===== src/rtl/imem_loadable_if.sv =====
// rtl/imem_loadable_if.sv - load stream and fetch port bundle for imem_loadable
interface imem_loadable_if #(
    parameter int DATA_W = 8,
    parameter int ADDR_W = 8
);
    logic              load_start;
    logic              load_valid;
    logic [DATA_W-1:0] load_data;
    logic              load_last;
    logic              load_ready;
    logic              load_done;
    logic [ADDR_W:0]   load_count;
    logic              fetch_req;
    logic [ADDR_W-1:0] fetch_addr;
    logic              fetch_ready;
    logic              instr_valid;
    logic [DATA_W-1:0] instruction;
    logic              instr_oob;

    // host / fetch-stage side
    modport master (
        output load_start, load_valid, load_data, load_last,
        input  load_ready, load_done, load_count,
        output fetch_req, fetch_addr,
        input  fetch_ready, instr_valid, instruction, instr_oob
    );

    // memory side
    modport slave (
        input  load_start, load_valid, load_data, load_last,
        output load_ready, load_done, load_count,
        input  fetch_req, fetch_addr,
        output fetch_ready, instr_valid, instruction, instr_oob
    );
endinterface


===== src/rtl/imem_loadable.sv =====
// rtl/imem_loadable.sv - stream-loaded instruction RAM with registered fetch; IMEM_WRAP_EN wraps fetch addresses modulo DEPTH
module imem_loadable #(
    parameter int                DATA_W = 8,
    parameter int                ADDR_W = 8,
    parameter int                DEPTH  = 32,
    parameter logic [DATA_W-1:0] FILL   = '0
) (
    input  logic          clk,
    input  logic          reset_n,
    imem_loadable_if.slave bus
);
    localparam int              IDX_W     = (DEPTH > 1) ? $clog2(DEPTH) : 1;
    localparam logic [ADDR_W:0] DEPTH_EXT = (ADDR_W + 1)'(DEPTH);
    localparam logic [IDX_W-1:0] LAST_IDX = IDX_W'(DEPTH - 1);
    localparam logic [ADDR_W:0] ONE_CNT   = (ADDR_W + 1)'(1);

    typedef enum logic [1:0] {
        IDLE = 2'd0,
        LOAD = 2'd1,
        RUN  = 2'd2
    } state_t;

    state_t            state_q, state_d;
    logic [IDX_W-1:0]  wptr_q;
    logic [ADDR_W:0]   count_q;
    logic              done_q;
    logic              valid_q;
    logic              oob_q;
    logic [DATA_W-1:0] instr_q;
    logic [DATA_W-1:0] mem [DEPTH];

    logic              wr_en;
    logic              load_begin;
    logic              load_end;
    logic              fetch_acc;
    logic [IDX_W-1:0]  rd_idx;
    logic              rd_oob;

    assign bus.load_ready  = (state_q == LOAD);
    assign bus.fetch_ready = (state_q == RUN);
    assign bus.load_done   = done_q;
    assign bus.load_count  = count_q;
    assign bus.instr_valid = valid_q;
    assign bus.instruction = instr_q;
    assign bus.instr_oob   = oob_q;

    assign fetch_acc = bus.fetch_req && (state_q == RUN);

`ifdef IMEM_WRAP_EN
    assign rd_idx = IDX_W'({1'b0, bus.fetch_addr} % DEPTH_EXT);
    assign rd_oob = 1'b0;
`else
    assign rd_idx = bus.fetch_addr[IDX_W-1:0];
    assign rd_oob = ({1'b0, bus.fetch_addr} >= DEPTH_EXT);
`endif

    // state register
    always_ff @(posedge clk) begin
        if (!reset_n) begin
            state_q <= IDLE;
        end else begin
            state_q <= state_d;
        end
    end

    // next state and load-path strobes; a load ends on load_last or when the array is full
    always_comb begin
        state_d    = state_q;
        wr_en      = 1'b0;
        load_begin = 1'b0;
        load_end   = 1'b0;
        case (state_q)
            IDLE: begin
                if (bus.load_start) begin
                    state_d    = LOAD;
                    load_begin = 1'b1;
                end
            end
            LOAD: begin
                if (bus.load_valid) begin
                    wr_en = 1'b1;
                    if (bus.load_last || (wptr_q == LAST_IDX)) begin
                        state_d  = RUN;
                        load_end = 1'b1;
                    end
                end
            end
            RUN: begin
                if (bus.load_start) begin
                    state_d    = LOAD;
                    load_begin = 1'b1;
                end
            end
            default: state_d = IDLE;
        endcase
    end

    // write pointer, load bookkeeping and the registered fetch result
    always_ff @(posedge clk) begin
        if (!reset_n) begin
            wptr_q  <= '0;
            count_q <= '0;
            done_q  <= 1'b0;
            valid_q <= 1'b0;
            instr_q <= '0;
            oob_q   <= 1'b0;
        end else begin
            done_q  <= load_end;
            valid_q <= fetch_acc;
            if (load_begin) begin
                wptr_q  <= '0;
                count_q <= '0;
            end else if (wr_en) begin
                wptr_q  <= wptr_q + IDX_W'(1);
                count_q <= (ADDR_W + 1)'(wptr_q) + ONE_CNT;
            end
            if (fetch_acc) begin
                instr_q <= rd_oob ? FILL : mem[rd_idx];
                oob_q   <= rd_oob;
            end
        end
    end

    // storage array: never cleared, and a write in a reset cycle is dropped
    always_ff @(posedge clk) begin
        if (reset_n && wr_en) begin
            mem[wptr_q] <= bus.load_data;
        end
    end
endmodule


===== src/flat_wrapper.sv =====
// flat-port wrapper written by rule: the top's interface ports become plain ports
module imem_loadable_flat 
#(
    parameter int                DATA_W = 8,
    parameter int                ADDR_W = 8,
    parameter int                DEPTH  = 32,
    parameter logic [DATA_W-1:0] FILL   = '0
)
  (clk, reset_n, bus_load_start, bus_load_valid, bus_load_data, bus_load_last, bus_load_ready, bus_load_done, bus_load_count, bus_fetch_req, bus_fetch_addr, bus_fetch_ready, bus_instr_valid, bus_instruction, bus_instr_oob);
  imem_loadable_if #(.DATA_W(DATA_W), .ADDR_W(ADDR_W)) bus_i ();
  input  logic clk;
  input  logic reset_n;
  input wire logic [$bits(bus_i.load_start)-1:0] bus_load_start;
  input wire logic [$bits(bus_i.load_valid)-1:0] bus_load_valid;
  input wire logic [$bits(bus_i.load_data)-1:0] bus_load_data;
  input wire logic [$bits(bus_i.load_last)-1:0] bus_load_last;
  output wire logic [$bits(bus_i.load_ready)-1:0] bus_load_ready;
  output wire logic [$bits(bus_i.load_done)-1:0] bus_load_done;
  output wire logic [$bits(bus_i.load_count)-1:0] bus_load_count;
  input wire logic [$bits(bus_i.fetch_req)-1:0] bus_fetch_req;
  input wire logic [$bits(bus_i.fetch_addr)-1:0] bus_fetch_addr;
  output wire logic [$bits(bus_i.fetch_ready)-1:0] bus_fetch_ready;
  output wire logic [$bits(bus_i.instr_valid)-1:0] bus_instr_valid;
  output wire logic [$bits(bus_i.instruction)-1:0] bus_instruction;
  output wire logic [$bits(bus_i.instr_oob)-1:0] bus_instr_oob;
  assign bus_i.load_start = bus_load_start;
  assign bus_i.load_valid = bus_load_valid;
  assign bus_i.load_data = bus_load_data;
  assign bus_i.load_last = bus_load_last;
  assign bus_load_ready = bus_i.load_ready;
  assign bus_load_done = bus_i.load_done;
  assign bus_load_count = bus_i.load_count;
  assign bus_i.fetch_req = bus_fetch_req;
  assign bus_i.fetch_addr = bus_fetch_addr;
  assign bus_fetch_ready = bus_i.fetch_ready;
  assign bus_instr_valid = bus_i.instr_valid;
  assign bus_instruction = bus_i.instruction;
  assign bus_instr_oob = bus_i.instr_oob;
  imem_loadable #(.DATA_W(DATA_W), .ADDR_W(ADDR_W), .DEPTH(DEPTH), .FILL(FILL)) u_core (.clk(clk), .reset_n(reset_n), .bus(bus_i));
endmodule

===== config.mk =====
export PLATFORM = sky130hd
export DESIGN_NAME = imem_loadable_flat
export DESIGN_NICKNAME = d
export VERILOG_FILES = /design/src/rtl/imem_loadable_if.sv /design/src/rtl/imem_loadable.sv /design/src/flat_wrapper.sv
export SDC_FILE = /design/constraint.sdc
export NUM_CORES = 1
export LEC_CHECK = 0
export BUFFER_PORTS_ARGS = -buffer_cell sky130_fd_sc_hd__buf_4
export CORE_AREA = 3 3 156 189
export DETAILED_ROUTE_END_ITERATION = 10
export DIE_AREA = 0 0 159 192
export RECOVER_POWER = 50
export REMOVE_ABC_BUFFERS = 1
export SLEW_MARGIN = 20
export SYNTH_ARGS = -nofsm -noshare
export SYNTH_HDL_FRONTEND = slang
export SYNTH_SLANG_ARGS = --single-unit

===== constraint.sdc =====
create_clock -name clk -period 2.08 [get_ports clk]
set_input_delay 0.416 -clock clk [delete_from_list [all_inputs] [get_ports clk]]
set_output_delay 0.416 -clock clk [all_outputs]
set_load 0.01 [all_outputs]

# Yosys cells after proc, flatten, opt, wreduce, memory -nomap -nowiden
# Memories as Yosys holds them, arrays and structs flattened.
# Index checks and enable logic that the tools add are counted.
# Widths: inputs -> output; s select.
# classes
addsub	2
order_cmp	1
eq_ne	6
muxes	12
bitwise_logic	1
reduce_logical	8
# op_table
cell	n
$ge 8x6->1 const B	1
$mux 8	1
$mux 1	7
$add 5x1->6 const B	1
$mux 2	3
$reduce_and 3->1	2
$add 5x1->5 const B	1
$eq 5x5->1 const B	1
$ne 2x1->1 const B	2
$pmux 2 s2	1
$reduce_or 2->1	2
$eq 2x1->1 const B	1
$eq 2x2->1 const B	1
$logic_and 1x1->1	2
$logic_not 2->1	1
$ne 2x2->1 const B	1
$logic_or 1x1->1	1
$not 1->1	1
# word_totals
regBits	27
ramBits	256
input_bits	22
elab_cells	38
n_memories	1
# mem_list
name	depth	width	read_ports	rd_clocked_by_memory_dff	write_ports	line	rtl
u_core.mem	32	8	1	0	1	imem_loadable.sv:30	logic [DATA_W-1:0] mem [DEPTH];

# Logic depth before layout (Yosys ltp)
# logic_depth
depth_word	5
mapped_depth	8
mapped_depth_nobuf	7

# Least setup slack after synthesis
# Ideal clock, no wire load.
# synth_path
path_type	reg2reg
startpoint	register u_core.state_q[0]
endpoint	memory u_core.mem[31][0], enable pin
setup_time_ns	0.370
arrival_time_ns	1.557
required_time_ns	1.710
setup_slack_ns	0.153
stages_incl_launch_ff	6
synth_period_minus_slack_ns	1.927
cell_sequence	dfxtp_1 -> nor2b_1 -> and2_1 -> buf_2 -> nand2_1 -> nor2_1
# synth_between
elab_chain_cells	5
# synth_lines
item	line	rtl
start: declaration	imem_loadable.sv:23	state_t state_q, state_d;
start signal: assignment	imem_loadable.sv:62	state_q <= state_d;
$eq 2x1->1	--	
named net bus_load_ready	flat_wrapper.sv:17	output wire logic [$bits(bus_i.load_ready)-1:0] bus_load_ready;
$mux 1	imem_loadable.sv:72	case (state_q)
$logic_and 1x1->1	imem_loadable.sv:126	if (reset_n && wr_en) begin
$mux 1	imem_loadable.sv:126	
$mux 1 (implied by the code)	imem_loadable.sv:127	mem[wptr_q] <= bus.load_data;
end: declaration	imem_loadable.sv:30	
# The timed path passes the listed nets, and every way through them passes these cells.

# Worst setup path in the final report
# layout_path
startpoint	register u_core.state_q[0]
endpoint	memory u_core.mem[21][2], enable pin
# layout_between
elab_chain_cells	5
# layout_lines
item	line
$eq 2x1->1	imem_loadable.sv:72
$mux 1	imem_loadable.sv:72
$logic_and 1x1->1	imem_loadable.sv:126
$mux 1	imem_loadable.sv:126
$mux 1 (implied by the code)	imem_loadable.sv:127
# Every way passes these cells.

==> flow_summary.toml <==
[cts]
clkLatencyLatePin_ps = 540
numCtsBuffers = 27
post_cts_buffers = 0
h-tree-depth = 1
cts_tree = "done"
clk_path_buf_depth = 3
cts.sinks = 275
cts.clk_slew.worst_paths_ps = 60
clockRootBuffer = "clkbuf_16"

[die]
core_mm2 = 0.0278
start_util_pct = 39.8
die_h_um = 192
die_w_um = 159
io_pins = 44
rows = 67
dieArea_mm2 = 0.0305

[power_and_ir_drop]
netSwitchingPower_mw = 2.32
seqPwrFrac_pct = 52.8
comb_power_share_pct = 5.0
p_per_area_mw_per_mm2 = 882
leakagePower_nw = 4.34
power.share.clock_pct = 42.3
p_sw_share_pct = 20.2
ir_drop_mv = 0.455
internal-power_mw = 9.16

[global_routing]
antenna_found_initial = 0
grt_max_degree = 33
grt.total_usage_pct = 16.6
grt_pass1_wl_um = 38400
grt_pass1_vias = 6208
gr-total-overflow = 0

[synth]
synth_compound_area_share_pct = 4.04
yosys.area_share.adder_pct = 0.565
syn_avg_cell_area_um2 = 18.3
synth_cell_types = 50
synth-seq-area-share_pct = 72.9
synth-xor-area-share_pct = 0.237
synth-simple-area-share_pct = 6.74
synth_edf_count = 256
synth_area_mm2 = 0.0111
synth_top_family_by_area = "multiplexers"
ys_seq_elements = 275
yosys_warnings = 0
yosys-mux-area-fraction_pct = 12.7
async_flop_share_pct = 0
synthCells = 604
synth-main-ff-cell = "edfxtp_1"

[drt]
maxUsedRoutingLayer = "met4"
detail_route.iter0.violations = 507
final_antenna_net_count = 0
met1Wirelength_um = 10500
met3_length_um = 1310
finalWirelength_um = 25300
met2_length_um = 12900
drt-pass1-iter-count = 5
vias_per_cell = 5.28
vias = 5889
drc_errors = 0
routedWlPerCell_um = 22.7

[timing]
hold_violations = 0
max_freq_mhz = 507
period_needed_ps = 1970
tightest_slew_ps = 1650
fin_skew_ps = 19.7
slew_headroom_pct = -9.94
rsz0062_at_grt = "yes"
hold-worst-slack_ps = 134
setup_violations = 0
timing_max_transition_violations_final = 230
final_min_period_over_clock_period_pct = 94.8

[worst_setup_path]
critPathLaunchType = "flip-flop"
crit_arrival_ps = 2200
regToRegSetupSlack_ps = 110
worstSetupEndpointType = "flip-flop"
critPathRequiredTime_ps = 2310
criticalPathCategory = "reg -> reg"
worstPathMaxFanout = 8

[final_layout]
final_common_cell = "edfxtp_1"
layout_common_cells = "edfxtp_1, buf_4, nor2_1, mux4_2, mux2i_1"
nets = 742
syn_to_final_growth_pct = 17.6
antenna_cells_inserted = 0
drive_gt1_share_pct = 27.4
fillers = 2397
fin_util_pct = 46.8

[status]
failed_checks = "max-capacitance violations, max-slew violations"
status = "complete, but fails checks"

[placed_design]
dp_hpwl_um = 17100
gp_congestion = 0.804
io_buffers = 40

[run]
cap_viol_max_count = 8

[worst_hold_path]
hold_class = "in -> reg"
==> critical path, cell delays in order (launching register included) <==
cell and delay, ps:
dfxtp_1 370, nor2b_1 180, and2_1 330, nand2_1 350, nor2_1 200, buf_4 230
==> synth_stat cells (all sizes together) (9+ instances only) <==
cell type  number  area (um^2)
o22ai          15         93.8
o21ai          11         55.1
edfxtp        256         7690
nor2           42          160
dfxtp          19          380
mux2i          31          310
mux2           17          191
mux4           40          908
nand2          22         82.6
and2           10         62.6
and3            9         56.3
nor2b          16          115
buf            27          268
==> flip-flops by register name, indices dropped and copies added (netlist names) <==
signal / count
u_core.bus.load_done: 1
u_core.bus.load_count: 2
u_core.bus.instruction: 8
u_core.bus.instr_oob: 1
u_core.bus.instr_valid: 1
u_core.mem: 256
u_core.wptr_q: 4
u_core.state_q: 2
==> through the flow <==
step	setup TNS (ps)	instance area [um^2]	cells	worst slack, ps	power, mW
global route	-281	13000	1115	-26.3	11.9
CTS	0	13100	1115	122	11.6
detailed placement	-672	12200	1065	-195	6.75
finish	0	13000	1115	109	11.5
floorplan	0	10800	572	149	6.39
global placement	-539	12200	1065	-181	6.74
==> path summary, 6_finish.rpt <==
kind                             from                        to  cells past startpoint
max                 u_core.state_q[0]         u_core.mem[21][2]                      5
min                     bus_fetch_req    u_core.bus.instr_valid                      2
max reg2reg         u_core.state_q[0]         u_core.mem[21][2]                      5
min reg2reg  u_core.bus.load_count[5]  u_core.bus.load_count[5]                      2
==> layout make-up <==
type                       instances  area [um^2]  share of cell area, %
clock buffer                      37          743                   5.71
clock inverter                    13          145                   1.11
inverter                           3         11.3                 0.0865
multi-input combinational        294         2710                   20.8
sequential                       275         8070                   62.0
tap                              379          474                   3.64
timing repair buffer             114          872                   6.70
==> power groups by stage <==
stage                     Combinational, mW  Sequential (mW)  Clock, mW
after CTS                             0.588             6.05       4.97
after detailed placement              0.587             6.17          0
final                                 0.573             6.06       4.85
after global placement                0.574             6.17          0
after global routing                  0.612             6.05       5.19
after floorplan                       0.223             6.17          0
==> cells by family (layout without fill, tap and decap cells) <==
| logic type | count (synthesis) | count (layout) |
|---|---|---|
| flip-flops | 275 | 275 |
| AND/OR/NAND/NOR | 138 | 138 |
| multiplexers | 88 | 88 |
| AO/OA/AOI/OAI | 57 | 57 |
| buffers and inverters | 37 | 167 |
| adder cells (fa/ha/maj) | 5 | 5 |
| XOR/XNOR | 3 | 3 |
| other | 1 | 3 |
==> timing repair <==
item | in CTS | in global routing
hold buffers | 0 | 0
endpoints found under the hold margin | 0 | 0
setup endpoints to repair | 0 | 49
gates resized for setup | 0 | 2
==> per-layer routing <==
layer / vias up / global-route usage [%]
met3: 43 / 2.42
li1: 2631 / -
met4: 0 / 5.25
met1: 3034 / 21.2
met5: - / 0
met2: 181 / 29.4
No activity file was read; power rests on OpenSTA's default activity.
